File: src/rtl/accum_pkg.sv
// ---------------------------------------------------------------------------
// accum_pkg : shared types and defaults for the windowed accumulator
// Rev 1.0
// ---------------------------------------------------------------------------
`default_nettype none

package accum_pkg;

   localparam int DEF_ISIZE = 8;
   localparam int DEF_DSIZE = 16;
   localparam int CNT_W     = 8;

   typedef enum logic [0:0] {
      ST_IDLE  = 1'b0,
      ST_ACCUM = 1'b1
   } state_e;

endpackage

`default_nettype wire

File: src/rtl/sat_add_u.sv
// ---------------------------------------------------------------------------
// sat_add_u : DSIZE-bit unsigned saturating adder with carry-out
// Rev 1.0
// ---------------------------------------------------------------------------
`default_nettype none

module sat_add_u #(
   parameter int DSIZE = 16
) (
   input  logic [DSIZE-1:0] a_i,
   input  logic [DSIZE-1:0] b_i,
   output logic [DSIZE-1:0] sum_o,
   output logic             carry_o
);

   localparam logic [DSIZE-1:0] C_ONES = {DSIZE{1'b1}};

   logic [DSIZE:0] w_full;

   assign w_full  = {1'b0, a_i} + {1'b0, b_i};
   assign carry_o = w_full[DSIZE];
   assign sum_o   = w_full[DSIZE] ? C_ONES : w_full[DSIZE-1:0];

endmodule

`default_nettype wire

File: src/rtl/accum_window.sv
// ---------------------------------------------------------------------------
// accum_window : sums windows of win_len samples into saturating totals
// Rev 1.0
// ---------------------------------------------------------------------------
`default_nettype none

module accum_window
   import accum_pkg::*;
#(
   parameter int ISIZE = DEF_ISIZE,
   parameter int DSIZE = DEF_DSIZE,
   parameter int LSIZE = CNT_W
) (
   input  logic             clock,
   input  logic             rst_n,
   input  logic             clear,
   input  logic [LSIZE-1:0] win_len,
   input  logic [ISIZE-1:0] in_data,
   input  logic             in_valid,
   output logic             in_ready,
   output logic [DSIZE-1:0] out_data,
   output logic             out_ovf,
   output logic             out_valid,
   input  logic             out_ready
);

   localparam logic [LSIZE-1:0] C_ONE = {{(LSIZE-1){1'b0}}, 1'b1};

   state_e             state_q, state_d;
   logic [LSIZE-1:0]   len_q, len_d;
   logic [LSIZE-1:0]   cnt_q, cnt_d;
   logic [DSIZE-1:0]   acc_q, acc_d;
   logic               ovf_q, ovf_d;
   logic [DSIZE-1:0]   out_data_q, out_data_d;
   logic               out_ovf_q, out_ovf_d;
   logic               out_valid_q, out_valid_d;

   logic [LSIZE-1:0]   w_len_in;
   logic [LSIZE-1:0]   w_len_m1;
   logic               w_last;
   logic               w_accept;
   logic               w_emit;
   logic [DSIZE-1:0]   w_add_a;
   logic [DSIZE-1:0]   w_in_ext;
   logic [DSIZE-1:0]   w_sum;
   logic               w_carry;
   logic               w_ovf_win;

   assign w_len_in = (win_len == '0) ? C_ONE : win_len;
   assign w_len_m1 = len_q - C_ONE;
   assign w_last   = (state_q == ST_IDLE) ? (w_len_in == C_ONE) : (cnt_q == w_len_m1);

   // Stall only the window-closing sample, and only while the output slot stays full.
   assign in_ready = rst_n & ~(w_last & out_valid_q & ~out_ready);
   assign w_accept = in_valid & in_ready;
   assign w_emit   = w_accept & ~clear & w_last;

   assign w_in_ext  = {{(DSIZE-ISIZE){1'b0}}, in_data};
   assign w_add_a   = (state_q == ST_ACCUM) ? acc_q : '0;
   assign w_ovf_win = ((state_q == ST_ACCUM) & ovf_q) | w_carry;

   sat_add_u #(
      .DSIZE (DSIZE)
   ) u_sat_add (
      .a_i     (w_add_a),
      .b_i     (w_in_ext),
      .sum_o   (w_sum),
      .carry_o (w_carry)
   );

   always_comb begin
      state_d     = state_q;
      len_d       = len_q;
      cnt_d       = cnt_q;
      acc_d       = acc_q;
      ovf_d       = ovf_q;
      out_data_d  = out_data_q;
      out_ovf_d   = out_ovf_q;
      out_valid_d = out_valid_q;

      if (clear) begin
         state_d = ST_IDLE;
         cnt_d   = '0;
         acc_d   = '0;
         ovf_d   = 1'b0;
      end else if (w_accept) begin
         acc_d   = w_sum;
         ovf_d   = w_ovf_win;
         cnt_d   = cnt_q + C_ONE;
         if (state_q == ST_IDLE) begin
            len_d = w_len_in;
            cnt_d = C_ONE;
         end
         state_d = w_last ? ST_IDLE : ST_ACCUM;
      end

      // A new total overrides the transfer of the previous one in the same cycle.
      if (w_emit) begin
         out_data_d  = w_sum;
         out_ovf_d   = w_ovf_win;
         out_valid_d = 1'b1;
      end else if (out_ready) begin
         out_valid_d = 1'b0;
      end
   end

   always_ff @(posedge clock or negedge rst_n) begin
      if (!rst_n) begin
         state_q     <= ST_IDLE;
         len_q       <= C_ONE;
         cnt_q       <= '0;
         acc_q       <= '0;
         ovf_q       <= 1'b0;
         out_data_q  <= '0;
         out_ovf_q   <= 1'b0;
         out_valid_q <= 1'b0;
      end else begin
         state_q     <= state_d;
         len_q       <= len_d;
         cnt_q       <= cnt_d;
         acc_q       <= acc_d;
         ovf_q       <= ovf_d;
         out_data_q  <= out_data_d;
         out_ovf_q   <= out_ovf_d;
         out_valid_q <= out_valid_d;
      end
   end

   assign out_data  = out_data_q;
   assign out_ovf   = out_ovf_q;
   assign out_valid = out_valid_q;

endmodule

`default_nettype wire
File: config.mk
export PLATFORM = sky130hd
export DESIGN_NAME = accum_window
export DESIGN_NICKNAME = d
export VERILOG_FILES = /design/src/rtl/accum_pkg.sv /design/src/rtl/sat_add_u.sv /design/src/rtl/accum_window.sv
export SDC_FILE = /design/constraint.sdc
export NUM_CORES = 1
export LEC_CHECK = 0
export ABC_AREA = 1
export BUFFER_PORTS_ARGS = -buffer_cell sky130_fd_sc_hd__buf_2
export CAP_MARGIN = 10
export CORE_MARGIN = 4
export CORE_UTILIZATION = 53
export CTS_CLUSTER_DIAMETER = 50
export CTS_CLUSTER_SIZE = 25
export DETAILED_ROUTE_END_ITERATION = 8
export PLACE_DENSITY = 0.76
export SYNTH_ARGS = -nofsm -noshare
export SYNTH_HDL_FRONTEND = slang
export SYNTH_SLANG_ARGS = --single-unit
export TNS_END_PERCENT = 100
File: constraint.sdc
create_clock -name clock -period 2.8 [get_ports clock]
set_input_delay 0.14 -clock clock [delete_from_list [all_inputs] [get_ports clock]]
set_output_delay 0.14 -clock clock [all_outputs]
set_load 0.01 [all_outputs]
==> results of run 1 <==
logic make-up after synthesis:
kind of cell	Yosys count	share of synthesized area [%]
AO/OA/AOI/OAI	55	10.4
buffers and inverters	85	10.8
AND/OR/NAND/NOR	262	33.6
XOR/XNOR	14	3.54
adder cells (fa/ha/maj)	11	4.18
flip-flops	52	37.6
cell type report:
| class | instances | area [sq um] | share of cell area [%] |
|---|---|---|---|
| multi-input cells | 342 | 1800 | 47.1 |
| well taps | 77 | 96.3 | 2.52 |
| clock inverters | 1 | 7.51 | 0.196 |
| clock buffers | 7 | 86.3 | 2.26 |
| inverters | 70 | 265 | 6.94 |
| repair buffers | 46 | 263 | 6.87 |
| flip-flops and latches | 52 | 1300 | 34.1 |
report_power, final:
part	switching [mW]	total [mW]	internal, mW
combinational	0.232	0.377	0.145
clock	0.260	0.461	0.202
sequential	0.0494	0.858	0.809
total	0.541	1.70	1.16
timing repair:
item	CTS	global route
endpoints found under the hold margin	16	0
endpoints found under the setup margin	0	24
resized for setup	0	3
setup buffers	0	0
hold buffers	1	0
cells in the final DEF, fill, tap and decap left out, types with 6 or more instances in the layout:
cell type,netlist,final
inv_1,65,65
o21bai_1,27,27
ha_1,10,10
buf_2,3,39
a21oi_1,7,7
clkbuf_8,0,6
o21ai_0,10,10
nand2_1,155,155
dfrtp_1,51,50
xor2_1,11,11
nand3_1,51,51
nor2_1,27,27
nor3_1,8,8
critical path, cell delays in order (launching register included):
cell and delay (ns):
dfrtp_2 0.45, nand2_1 0.07, inv_1 0.06, ha_1 0.17, inv_1 0.07, fa_1 0.41, o21ai_2 0.21, nand2_1 0.10
nand2_1 0.15, nand2_1 0.12, nor3b_2 0.23, o21ai_0 0.11, o21ai_0 0.12, nand3_1 0.12, nand2_1 0.07
flip-flops by register name, summed over array words and instances (netlist names):
register	count
acc_q	16
cnt_q	8
len_q	8
out_data	16
out_ovf	1
out_valid	1
ovf_q	1
state_q	1
worst paths after layout:
kind | endpoint | slack, ns | cells past startpoint
setup / recovery | out_data[14] | 0.28 | 14
hold reg to reg | acc_q[1] | 0.49 | 2
min in group asynchronous | acc_q[9] | 0.33 | 2
hold / removal | len_q[3] | 0.09 | 3
max in group asynchronous | state_q | 1.58 | 3
setup reg to reg | out_data[14] | 0.28 | 14
per-stage QoR:
stage               hold slack, ns  total power, mW  worst slack (ns)  area [sq um]
finish                      0.0903             1.70             0.284          3820
global route                 0.104             1.80            0.0146          3820
CTS                         0.0896             1.70             0.112          3810
detailed placement           0.151             1.25             0.143          3710
global placement             0.136             1.23             0.290          3710
floorplan                   -0.156             1.12             0.151          3470
layer usage:
metal | vias to the layer above | part of all wire, % | GRT usage (%)
met5 | - | 0 | 0
met4 | 0 | 1.9 | 7.01
met3 | 18 | 5.7 | 4.70
met2 | 109 | 47 | 38.1
met1 | 1455 | 45 | 30.5
li1 | 1587 | - | -
==> metrics.txt, run 1 <==
remaining global-route overflow=0; post-synthesis sequential area ratio=between 30 and 40%; leakage power of the design=2.04 nW; number of antenna violations at the first check in global routing=0; estimated wirelength of the detail-placed design=6.22 mm; CP max FO=9; number of port buffers=39; number of nets in the synthesized netlist=between 500 and 600; ranking of synthesized cells by instance count=nand2_1 (155), inv_1 (65), dfrtp_1 (51), nand3_1 (51); most frequently used cell type in the post-synthesis netlist=nand2_1; Post-Synthesis Cell Area=roughly 3500 sq um; pin count of the biggest net entering global routing=37; number of pins with negative max-slew slack in the final report=0; root buffer cell=clkbuf_8; achievable frequency=about 400 MHz; final count of negative-setup-slack endpoints=0; Die Ht=88.9 microns; number of remaining DRC errors=0; Hold Path Origin=win_len[3]; TritonCTS buffer count=5; count of H-tree levels built during CTS=2; Cell Count, Final, Fillers Out=595; most used flip-flop cell after synthesis=dfrtp_1; detailed-route via count=between 3,000 and 4,000; most area-consuming cells after synthesis=dfrtp_1 (37%), nand2_1 (17%), nand3_1 (7.4%), inv_1 (7.0%), o21bai_1 (5.8%); area of the die=7900 sq um; effective utilization at floorplan=54.6%; Clock Latency Late Sink=about 0.31 ns; Chip Width=88.9 microns; hold violation count in the final report=0; Synth area leader=dfrtp_1; dpl cells=between 500 and 600; number of routed nets with antenna violations=0; CP startpoint=state_q; count of flip-flops with a built-in enable after synthesis=0; Synth top area share=between 30% and 40%; clock-pin slew of the registers on the worst-case setup and hold paths=roughly 0.10 ns; post-synthesis cell count=about 480; wire length of the first global-routing pass=between 10 and 15 mm; net total in the final layout=around 550; First DRT Iteration DRCs=173; Peak VDD IR=approximately 0.25 mV; Total Routed Length=approximately 8.5 mm; global placement routability congestion=0.970; Ports=40; Yosys warning total=0; share of layout cells above drive strength 1=14.1%; Layout Skew=0.0107 ns; WS Path Type=reg2reg; startpoint types=flop; fraction of registers with async set or reset after synthesis=100%; # rows=29; n_diodes=0; final clock period utilization by the worst path=about nine tenths; maxcap violations=0; Tmin final=around 2.5 ns; area growth from synthesis to layout=10.2%; PwrDens=around 440 nW/um^2; number of global-route vias before repair=between 3,000 and 4,000; sinks on the clock net=52; final cell utilization of the core=~60%; Avg Synthesized Cell Area=~7.2 sq um; post-route setup TNS=0 ns; post-detailed-route via-to-cell ratio=about 5.3; result of the run=complete, no violations; slew at the pin closest to its max-slew limit=roughly 0.53 ns; gr usage total=23.0%; start of the worst register-to-register path=state_q; number of inserted filler cells in the final layout=613; required arrival time at the worst endpoint=between 3 and 4 ns; clock tree from TritonCTS=done; element type at the critical path end=flop; count of cell types in the netlist=40; Max-Slew Margin vs Limit=65.0%; setup repair after global routing missed its margin=no; worst min path class=in2reg; number of iterations in the first detailed-routing pass=4; signal arrival time at the worst endpoint=approximately 2.8 ns; Core Region=roughly 6300 sq um; flip-flop and latch count after synthesis=52; Clock Tree Buf Depth=2; average detailed-routed wire length per instance=between 10 and 15 microns
(Power assumes the default switching activity.)
==> run 2: changes to the inputs <==
--- a/config.mk
+++ b/config.mk
@@ -5,15 +5,15 @@
 export SDC_FILE = /design/constraint.sdc
 export NUM_CORES = 1
 export LEC_CHECK = 0
-export ABC_AREA = 1
 export BUFFER_PORTS_ARGS = -buffer_cell sky130_fd_sc_hd__buf_2
 export CAP_MARGIN = 10
 export CORE_MARGIN = 4
 export CORE_UTILIZATION = 53
+export CTS_BUF_LIST = sky130_fd_sc_hd__clkbuf_16
 export CTS_CLUSTER_DIAMETER = 50
 export CTS_CLUSTER_SIZE = 25
 export DETAILED_ROUTE_END_ITERATION = 8
-export PLACE_DENSITY = 0.76
+export PLACE_DENSITY = 0.77
 export SYNTH_ARGS = -nofsm -noshare
 export SYNTH_HDL_FRONTEND = slang
 export SYNTH_SLANG_ARGS = --single-unit
==> metrics.txt, run 2 <==
result of the run=complete, no violations; start of the worst register-to-register path=len_q[0]; First DRT Iteration DRCs=268 (+55%); WS Path Type=reg2reg; post-detailed-route via-to-cell ratio=6.10 (+15%); clock-pin slew of the registers on the worst-case setup and hold paths=0.07 ns (-0.03 ns); Die Ht=86.3 microns (-2.9%); element type at the critical path end=flop; number of port buffers=39 (unchanged); remaining global-route overflow=0 (unchanged); number of routed nets with antenna violations=0 (unchanged); estimated wirelength of the detail-placed design=5.63 mm (-9.5%); hold violation count in the final report=0 (unchanged); detailed-route via count=2,848 (-10%); worst min path class=in2async; Post-Synthesis Cell Area=3250 sq um (-6.2%); number of global-route vias before repair=2,714 (-13%); Layout Skew=0.00289 ns (-0.00785 ns); Ports=40 (unchanged); terminus of the critical flop-to-flop path=len_q[5]; post-synthesis sequential area ratio=40.1% (+2.5 points); Max-Slew Margin vs Limit=53.5% (-11 points); area growth from synthesis to layout=25.4%; count of flip-flops with a built-in enable after synthesis=0 (unchanged); wire length of the first global-routing pass=13.1 mm (-8.3%); count of H-tree levels built during CTS=2 (unchanged); ranking of synthesized cells by instance count=dfrtp_1 (51), nand2_1 (24), nor2_1 (18); most frequently used cell type in the post-synthesis netlist=dfrtp_1; Chip Width=86.3 microns (-2.9%); final count of negative-setup-slack endpoints=0 (unchanged); number of pins with negative max-slew slack in the final report=0 (unchanged); post-synthesis cell count=329 (-31%); Core Region=5920 sq um (-6.8%); clock tree from TritonCTS=done; global placement routability congestion=0.849 (-13%); Synth top area share=39.2% (+2.4 points); number of iterations in the first detailed-routing pass=5 (+1); Yosys warning total=0 (unchanged); commonest cells after routing, fill and taps aside=dfrtp_1 (50), buf_2 (39), nand2_1 (23); cells on worst reg2reg path=10 (-4); area of the die=7450 sq um (-5.7%); Tmin final=2.76 ns (+0.239 ns); area of all placed cells without fillers=4080 sq um (+6.6%); gr usage total=21.8% (-1.3 points); fraction of registers with async set or reset after synthesis=100% (unchanged); flip-flop and latch count after synthesis=52 (unchanged); Peak VDD IR=0.320 mV (+27%); net total in the final layout=423 (-23%); CP max FO=8 (-1); startpoint types=flop; most used flip-flop cell after synthesis=dfrtp_1; leakage power of the design=2.07 nW (+1.6%); dpl cells=449 (-23%); maxcap violations=0 (unchanged); number of antenna violations at the first check in global routing=0 (unchanged); Clock Tree Buf Depth=2 (unchanged); root buffer cell=clkbuf_16; TritonCTS buffer count=5 (unchanged); number of remaining DRC errors=0 (unchanged); average detailed-routed wire length per instance=17.5 microns (+22%); worst hold-check slack=0.0404 ns (-0.0498 ns); final cell utilization of the core=68.9% (+8.6 points); Total Routed Length=8.17 mm (-4.3%); most common library cell in the layout ignoring fill and taps=dfrtp_1; signal arrival time at the worst endpoint=2.93 ns (+0.16 ns); required arrival time at the worst endpoint=2.98 ns (-0.07 ns); count of cell types in the netlist=59 (+48%); effective utilization at floorplan=54.9% (+0.30 points); final clock period utilization by the worst path=98.4% (+8.6 points); achievable frequency=363 MHz (-8.7%); n_diodes=0 (unchanged); setup repair after global routing missed its margin=yes; # rows=28 (-3.4%); Cell Count, Final, Fillers Out=467 (-22%); Avg Synthesized Cell Area=9.88 sq um (+37%); PwrDens=463 nW/um^2 (+4.4%); post-placement cell area=3710 sq um (+0.10%); most area-consuming cells after synthesis=dfrtp_1 (39%), mux2_2 (4.5%), mux2_4 (4.2%), ha_1 (3.8%), nand2_1 (2.8%); Clock Latency Late Sink=0.29 ns (-0.02 ns); pin count of the biggest net entering global routing=55 (+49%); Total Power=1.89 mW (+11%); sinks on the clock net=52 (unchanged); slew at the pin closest to its max-slew limit=0.698 ns (+0.172 ns); number of nets in the synthesized netlist=361 (-29%); number of inserted filler cells in the final layout=451 (-26%); Synth area leader=dfrtp_1; flop-to-flop setup slack=0.04 ns (-0.24 ns); share of layout cells above drive strength 1=33.4% (+19 points)
## run 2: cell count changes in the layout (fill, tap and decap cells not counted), moves of 7 or more
cell,change
nand2_1,-132
inv_1,-57
nand3_1,-38
o21bai_1,-27
buf_4,+16
mux2_4,+15
a22o_1,+10
nor2_1,-10
mux2_2,+9
a21o_1,+8
and2_1,+7
## run 2: timing repair
| item | CTS | global route |
|---|---|---|
| setup buffers | 2 | 7 |
| pin swaps | 4 | 9 |
| gates resized for setup | 4 | 29 |
| gates cloned | 0 | 1 |
| hold buffers | 0 | 0 |
| endpoints found under the setup margin | 33 | 50 |
## run 2: per-layer routing
metal	wire [microns]	up-vias	GRT usage, %	part of all wire (%)
li1	-	1342	-	-
met3	473	17	3.90	5.8
met4	111	0	6.23	1.4
met1	3470	1378	28.3	43
met5	0	-	0	0
met2	4110	111	37.1	50
## run 2: worst max-delay path, stage by stage, from the launching register on
cell,delay [ns]
dfstp_2,0.54
inv_2,0.05
ha_4,0.16
or4_4,0.52
a211oi_4,0.27
a211oi_2,0.10
o22ai_4,0.22
buf_6,0.14
a211o_1,0.17
buf_12,0.14
mux2_2,0.32
## run 2: cell families (layout without fill, tap and decap cells)
group	after synthesis	count (layout)	synth area share [%]
buffers and inverters	22	85	2.96
adder cells (fa/ha/maj)	11	11	4.46
flip-flops	52	52	40.1
multiplexers	25	25	9.66
AND/OR/NAND/NOR	117	117	19.4
XOR/XNOR	14	14	3.77
AO/OA/AOI/OAI	88	88	19.7
## run 2: worst max path at each step
stage / from / end / slack, ns / cells after the start
after CTS: len_q[0] / in_ready / -0.02 / 10
after global placement: len_q[0] / len_q[2] / 0.07 / 10
after detailed placement: len_q[0] / len_q[4] / -0.07 / 10
final: len_q[0] / len_q[5] / 0.04 / 10
after floorplan: state_q / out_data[9] / 0.0003 / 12
after global routing: len_q[0] / len_q[5] / -0.03 / 10
## run 2: final cells by class
| cell class | count | area [sq um] | share of cell area (%) |
|---|---|---|---|
| Clock buffer | 5 | 125 | 3.07 |
| Sequential cell | 52 | 1300 | 32.0 |
| Clock inverter | 3 | 37.5 | 0.921 |
| Timing Repair Buffer | 67 | 449 | 11.0 |
| Multi-Input combinational cell | 255 | 2030 | 49.8 |
| Inverter | 10 | 37.5 | 0.921 |
| Tap cell | 75 | 93.8 | 2.30 |
## run 2: power by group
part           internal (mW)  total [mW]  leakage [nW]  switching, mW
clock network          0.416       0.691        0.0789          0.275
registers              0.797       0.842         0.698         0.0458
logic                  0.172       0.354          1.29          0.183
## run 2: per-stage QoR
stage	TNS [ns]	setup WS, ns
finish	0	0.0447
global route	-0.302	-0.0341
CTS	-0.0163	-0.0163
detailed placement	-0.580	-0.0709
global placement	0	0.0735
floorplan	0	0.000281
